### src/rtl/lsu_mem_master_if.sv
// Request/response and data-memory bus for the MEM-stage load/store initiator.
interface lsu_mem_master_if #(
  parameter int DM_ADDRESS = 9,
  parameter int DATA_W     = 32
);
  logic                  req_valid;
  logic                  req_we;
  logic [31:0]           req_addr;
  logic [DATA_W-1:0]     req_wdata;
  logic [2:0]            req_funct3;
  logic                  busy;
  logic                  done;
  logic [DATA_W-1:0]     load_data;
  logic                  err;
  logic                  MemRead;
  logic                  MemWrite;
  logic [DM_ADDRESS-1:0] a;
  logic [DATA_W-1:0]     wd;
  logic [2:0]            Funct3;
  logic [DATA_W-1:0]     rd;

  modport master (
    input  req_valid, req_we, req_addr, req_wdata, req_funct3, rd,
    output busy, done, load_data, err, MemRead, MemWrite, a, wd, Funct3
  );

  modport slave (
    output req_valid, req_we, req_addr, req_wdata, req_funct3, rd,
    input  busy, done, load_data, err, MemRead, MemWrite, a, wd, Funct3
  );
endinterface

### src/rtl/lsu_mem_master.sv
// MEM-stage load/store initiator: word-aligned memory accesses, sub-word load
// extraction and read-modify-write sub-word stores.
module lsu_mem_master #(
  parameter int DM_ADDRESS = 9,
  parameter int DATA_W     = 32
) (
  input logic               clk,
  input logic               rst_n,
  lsu_mem_master_if.master  bus
);

  typedef enum logic [2:0] {IDLE, RD, WR, DONE, ERR} state_t;

  state_t            state;
  logic              we_q;
  logic [2:0]        f3_q;
  logic [1:0]        off_q;
  logic [15:0]       wdata_q;
  logic              legal;
  logic [7:0]        byte_sel;
  logic [15:0]       half_sel;
  logic [DATA_W-1:0] ext_word;
  logic [DATA_W-1:0] lane_mask;
  logic [DATA_W-1:0] lane_ins;
  logic [DATA_W-1:0] merged_word;

  assign bus.Funct3 = 3'b010;
  assign bus.busy   = (state != IDLE) || bus.req_valid;

  always_comb begin
    legal = 1'b0;
    case (bus.req_funct3)
      3'b000:  legal = 1'b1;
      3'b001:  legal = ~bus.req_addr[0];
      3'b010:  legal = (bus.req_addr[1:0] == 2'b00);
      3'b100:  legal = ~bus.req_we;
      3'b101:  legal = ~bus.req_we & ~bus.req_addr[0];
      default: legal = 1'b0;
    endcase
    if (bus.req_addr[31:DM_ADDRESS] != '0) legal = 1'b0;
  end

  always_comb begin
    byte_sel = 8'(bus.rd >> {off_q, 3'b000});
    half_sel = 16'(bus.rd >> {off_q[1], 4'b0000});
    case (f3_q)
      3'b000:  ext_word = {{(DATA_W-8){byte_sel[7]}}, byte_sel};
      3'b001:  ext_word = {{(DATA_W-16){half_sel[15]}}, half_sel};
      3'b100:  ext_word = {{(DATA_W-8){1'b0}}, byte_sel};
      3'b101:  ext_word = {{(DATA_W-16){1'b0}}, half_sel};
      default: ext_word = bus.rd;
    endcase
  end

  // Only SB (f3 000) and SH (f3 001) reach the merge path.
  always_comb begin
    if (f3_q[0]) begin
      lane_mask = DATA_W'(16'hFFFF) << {off_q[1], 4'b0000};
      lane_ins  = DATA_W'(wdata_q) << {off_q[1], 4'b0000};
    end else begin
      lane_mask = DATA_W'(8'hFF) << {off_q, 3'b000};
      lane_ins  = DATA_W'(wdata_q[7:0]) << {off_q, 3'b000};
    end
    merged_word = (bus.rd & ~lane_mask) | lane_ins;
  end

  always_ff @(posedge clk or negedge rst_n) begin
    if (!rst_n) begin
      state         <= IDLE;
      we_q          <= 1'b0;
      f3_q          <= '0;
      off_q         <= '0;
      wdata_q       <= '0;
      bus.done      <= 1'b0;
      bus.err       <= 1'b0;
      bus.MemRead   <= 1'b0;
      bus.MemWrite  <= 1'b0;
      bus.load_data <= '0;
      bus.a         <= '0;
      bus.wd        <= '0;
    end else begin
      bus.done     <= 1'b0;
      bus.err      <= 1'b0;
      bus.MemRead  <= 1'b0;
      bus.MemWrite <= 1'b0;
      case (state)
        IDLE: begin
          if (bus.req_valid) begin
            we_q    <= bus.req_we;
            f3_q    <= bus.req_funct3;
            off_q   <= bus.req_addr[1:0];
            wdata_q <= bus.req_wdata[15:0];
            if (!legal) begin
              state    <= ERR;
              bus.done <= 1'b1;
              bus.err  <= 1'b1;
            end else if (bus.req_we && bus.req_funct3 == 3'b010) begin
              state        <= WR;
              bus.MemWrite <= 1'b1;
              bus.a        <= {bus.req_addr[DM_ADDRESS-1:2], 2'b00};
              bus.wd       <= bus.req_wdata;
            end else begin
              state       <= RD;
              bus.MemRead <= 1'b1;
              bus.a       <= {bus.req_addr[DM_ADDRESS-1:2], 2'b00};
            end
          end
        end
        RD: begin
          if (!we_q) begin
            bus.load_data <= ext_word;
            bus.done      <= 1'b1;
            state         <= DONE;
          end else begin
            bus.wd       <= merged_word;
            bus.MemWrite <= 1'b1;
            state        <= WR;
          end
        end
        WR: begin
          bus.done <= 1'b1;
          state    <= DONE;
        end
        DONE:    state <= IDLE;
        ERR:     state <= IDLE;
        default: state <= IDLE;
      endcase
    end
  end

endmodule

### src/flat_wrapper.sv
// flat-port wrapper written by rule: the top's interface ports become plain ports
module lsu_mem_master_flat 
#(
  parameter int DM_ADDRESS = 9,
  parameter int DATA_W     = 32
)
  (clk, rst_n, bus_req_valid, bus_req_we, bus_req_addr, bus_req_wdata, bus_req_funct3, bus_rd, bus_busy, bus_done, bus_load_data, bus_err, bus_MemRead, bus_MemWrite, bus_a, bus_wd, bus_Funct3);
  lsu_mem_master_if #(.DM_ADDRESS(DM_ADDRESS), .DATA_W(DATA_W)) bus_i ();
  input logic clk;
  input logic rst_n;
  input wire logic [$bits(bus_i.req_valid)-1:0] bus_req_valid;
  input wire logic [$bits(bus_i.req_we)-1:0] bus_req_we;
  input wire logic [$bits(bus_i.req_addr)-1:0] bus_req_addr;
  input wire logic [$bits(bus_i.req_wdata)-1:0] bus_req_wdata;
  input wire logic [$bits(bus_i.req_funct3)-1:0] bus_req_funct3;
  input wire logic [$bits(bus_i.rd)-1:0] bus_rd;
  output wire logic [$bits(bus_i.busy)-1:0] bus_busy;
  output wire logic [$bits(bus_i.done)-1:0] bus_done;
  output wire logic [$bits(bus_i.load_data)-1:0] bus_load_data;
  output wire logic [$bits(bus_i.err)-1:0] bus_err;
  output wire logic [$bits(bus_i.MemRead)-1:0] bus_MemRead;
  output wire logic [$bits(bus_i.MemWrite)-1:0] bus_MemWrite;
  output wire logic [$bits(bus_i.a)-1:0] bus_a;
  output wire logic [$bits(bus_i.wd)-1:0] bus_wd;
  output wire logic [$bits(bus_i.Funct3)-1:0] bus_Funct3;
  assign bus_i.req_valid = bus_req_valid;
  assign bus_i.req_we = bus_req_we;
  assign bus_i.req_addr = bus_req_addr;
  assign bus_i.req_wdata = bus_req_wdata;
  assign bus_i.req_funct3 = bus_req_funct3;
  assign bus_i.rd = bus_rd;
  assign bus_busy = bus_i.busy;
  assign bus_done = bus_i.done;
  assign bus_load_data = bus_i.load_data;
  assign bus_err = bus_i.err;
  assign bus_MemRead = bus_i.MemRead;
  assign bus_MemWrite = bus_i.MemWrite;
  assign bus_a = bus_i.a;
  assign bus_wd = bus_i.wd;
  assign bus_Funct3 = bus_i.Funct3;
  lsu_mem_master #(.DM_ADDRESS(DM_ADDRESS), .DATA_W(DATA_W)) u_core (.clk(clk), .rst_n(rst_n), .bus(bus_i));
endmodule
### config.mk
export PLATFORM = sky130hd
export DESIGN_NAME = lsu_mem_master_flat
export DESIGN_NICKNAME = d
export VERILOG_FILES = /design/src/rtl/lsu_mem_master_if.sv /design/src/rtl/lsu_mem_master.sv /design/src/flat_wrapper.sv
export SDC_FILE = /design/constraint.sdc
export NUM_CORES = 1
export LEC_CHECK = 0
export ABC_AREA = 0
export ABC_CLOCK_PERIOD_IN_PS = 6350
export BUFFER_PORTS_ARGS = -buffer_cell sky130_fd_sc_hd__buf_2
export CORE_UTILIZATION = 54
export DETAILED_ROUTE_END_ITERATION = 12
export PLACE_DENSITY = 0.82
export RECOVER_POWER = 25
export SYNTH_ARGS = -nofsm -noshare
export SYNTH_HDL_FRONTEND = slang
export SYNTH_SLANG_ARGS = --single-unit
### constraint.sdc
create_clock -name clk -period 6.35 [get_ports clk]
set_input_delay 0.635 -clock clk [delete_from_list [all_inputs] [get_ports clk]]
set_output_delay 0.635 -clock clk [all_outputs]
set_load 0.03 [all_outputs]
==> metrics.md <==
| Metric | Value |
|---|---|
| Reg power frac | `approximately half` |
| Post-CTS Resized | `0` |
| DP Worst Slack | `just under 3 ns` |
| Tmin final | `about 3.5 ns` |
| Inserted Clock Buffers | `9` |
| Clock power share | `between 30% and 40%` |
| Filler instances | `827` |
| DRT iter0 DRCs | `between 400 and 500` |
| Yosys reg bits | `100` |
| Worst EP required | `around 6.6 ns` |
| CTS root buffer | `clkbuf_8` |
| Reg-to-reg endpoint | `u_core.bus.wd[17]` |
| CTS tree | `yes` |
| Peak Freq | `about 0.29 GHz` |
| 1st-pass router iterations | `5` |
| Global-route wire length before repair | `23.7 mm` |
| # IOs | `roughly 180` |
| # Max-Cap Violations | `1` |
| Final worst-path cycle share | `a little over half` |
| Sequential share of the synthesized area | `a little under half` |
| Initial core utilization | `between 50% and 60%` |
| Worst EP arrival | `between 3 and 4 ns` |
| Gr usage total | `31.1%` |
| Internal reg-to-reg setup slack | `2.88 ns` |
| Setup violations, final | `0` |
| HPWL Detailed | `11.2 mm` |
| Worst skew pair latency | `roughly 0.37 ns` |
| Mapped Area | `around 5300 µm²` |
| Syn-to-layout area delta | `20.0%` |
| Gate power share | `roughly 20%` |
| CP Class | `reg -> reg` |
| Clk buf depth | `2` |
| HP Class | `in -> reg` |
| Worst Setup Slack, final | `2.88 ns` |
| Fin. Hold Viols | `0` |
| Final #Nets | `roughly 770` |
| Critical Path Sink | `u_core.bus.wd[17]` |
| R2r worst-path depth | `5` |
| Detailed Route WL | `15.2 mm` |
| Crit path launch type | `register` |
| Pleak | `about 3.3 nW` |
| Setup TNS | `0 ns` |
| Failing checks | `max-capacitance violations, max-slew violations` |
| Die span in y | `just over 100 µm` |
| CP max FO | `33` |
| PD cells | `between 200 and 250 nW/µm²` |
| Synth area leaders | `dfrtp_1 47%, mux2_4 8.2%, mux2_2 6.6%, nand2_1 5.0%, mux2i_1 4.3%` |
| Switch share | `a little under a third` |
| Vias per cell | `between 5 and 6` |
| Total of warnings raised by yosys | `0` |
| Least-Margin Pin Slew | `between 2 and 3 ns` |
| Post-CTS Setup Inserts | `0` |
| # H-tree levels | `3` |
| DRC | `0` |
| Share of cells above drive strength 1 | `a little over a third` |
| Diodes inserted | `0` |
| Vias in the first global route | `between 4000 and 5000` |
| DR WL/cell | `about 19 µm` |
| DR vias | `approximately 4700` |
| RR Startpoint | `u_core.state[0]` |
| Die X | `between 100 and 150 µm` |
| Net switching power figure | `0.454 mW` |
| VDD IR-drop max | `around 0.13 mV` |
| Final GP Congestion | `0.828` |
| Antenna violation net count after detailed routing | `0` |
| Outcome | `complete, but fails checks` |
| RSZ-0062 raised after global routing | `false` |
| Synth top area share | `between 40% and 50%` |
| Synth Instances | `519` |
| CTS Sinks | `100` |
| Max transition margin | `-83.2%` |
| Synth cell types | `39` |
| Fin. max-slew vios | `50` |
| Rows | `35` |
| Port bufs | `178` |
| Area leader, netlist | `dfrtp_1` |
| CTS hold repair buffers | `0` |
| Internal power | `a little over 1 mW` |
| Largest net degree at the start of global routing | `66` |
| Initial antenna violation count | `0` |
| Worst-path clk slew | `0.10 ns` |
| Skew final | `about 0.0084 ns` |
| Most common cell after layout, fill and taps aside | `buf_2` |
| Core footprint | `approximately 9400 µm²` |
| Crit end category | `register` |
| GRT overflow | `0` |
| Die ar. | `a little over 10000 µm²` |
| Critical path startpoint | `u_core.state[0]` |
| Average size of a mapped cell | `about 10 µm²` |
| Most frequent cells in the layout | `165 x buf_2, 100 x dfrtp_1, 70 x nand2_1` |
layout make-up:
cell class                 instances  area, µm²  share of cell area (%)
clock inverter                     6       95.1                    1.50
tap                              129        161                    2.54
timing repair buffer             180        890                    14.0
clock buffer                      10        128                    2.01
sequential                       100       2500                    39.4
inverter                           4       15.0                   0.236
multi-input combinational        375       2560                    40.3
how the worst min path moves through the flow:
stage	to	slack [ns]	cells past startpoint	from
after floorplan	u_core.bus.MemRead	0.34	0	rst_n
after global placement	u_core.bus.load_data[11]	0.47	2	u_core.bus.load_data[11]
after detailed placement	u_core.bus.load_data[3]	0.47	2	u_core.bus.load_data[3]
after CTS	u_core.bus.wd[22]	0.29	1	rst_n
after global routing	u_core.bus.a[5]	0.47	2	bus_req_addr[5]
final	u_core.bus.a[5]	0.49	2	bus_req_addr[5]
cell usage after synthesis, drive strengths merged:
cell	instances
a2111oi	2
a211oi	1
a21oi	29
a221oi	1
a31oi	1
and2	1
and3	2
buf	14
clkbuf	29
clkinv	1
conb	2
dfrtp	100
inv	3
mux2	60
mux2i	23
mux4	1
nand2	71
nand2b	5
nand3	2
nand3b	1
nand4	1
nor2	39
nor2b	10
nor3	10
nor4	6
o211ai	1
o21ai	36
o22a	17
o22ai	31
o31ai	16
or2	1
or2b	1
or3b	1
critical path, stage by stage (launching register included):
cell and delay, ns:
dfrtp_1 0.50, nor3_2 0.24, and2_1 0.92, or3b_1 0.60
o22a_2 0.62, mux2_4 0.45
state kept, by name (all words and copies together), names as in the netlist:
register,cells
u_core.bus.MemRead,1
u_core.bus.MemWrite,1
u_core.bus.a,7
u_core.bus.done,1
u_core.bus.err,1
u_core.bus.load_data,32
u_core.bus.wd,32
u_core.f3_q,3
u_core.off_q,2
u_core.state,3
u_core.wdata_q,16
u_core.we_q,1
routing by layer:
layer | wire length (µm) | share of wire [%] | up-vias | global-route usage (%)
met5 | 0 | 0 | - | 0
met4 | 354 | 2.3 | 0 | 9.92
met3 | 1290 | 8.5 | 25 | 5.76
met2 | 7250 | 48 | 293 | 50.3
met1 | 6350 | 42 | 2233 | 42.3
li1 | - | - | 2154 | -
cells by family after synthesis:
kind of cell	after synthesis	share of synthesized area, %
other cells	2	0.142
mux	84	19.6
simple gates	151	12.6
buf+inv	47	4.63
flops	100	47.3
compound gates	135	15.8
power by group through the flow:
stage	clock network, mW	logic (mW)	registers, mW
2_1_floorplan	0	0.190	0.715
3_3_place_gp	0	0.284	0.730
3_5_place_dp	0	0.289	0.731
4_1_cts	0.466	0.291	0.718
5_1_grt	0.490	0.317	0.727
6_report	0.458	0.293	0.721
per-stage QoR:
stage | std cells | hold WS (ns) | util (%) | total power, mW | cell area (µm²)
2_1_floorplan | 522 | 0.339 | - | 0.905 | 5300
5_1_grt | 804 | 0.470 | 67.8 | 1.53 | 6350
6_report | 804 | 0.489 | 67.8 | 1.47 | 6350
3_3_place_gp | 788 | 0.468 | 65.6 | 1.01 | 6150
4_1_cts | 804 | 0.293 | 68.0 | 1.47 | 6370
3_5_place_dp | 788 | 0.471 | 65.6 | 1.02 | 6150
(Power assumes the default switching activity.)
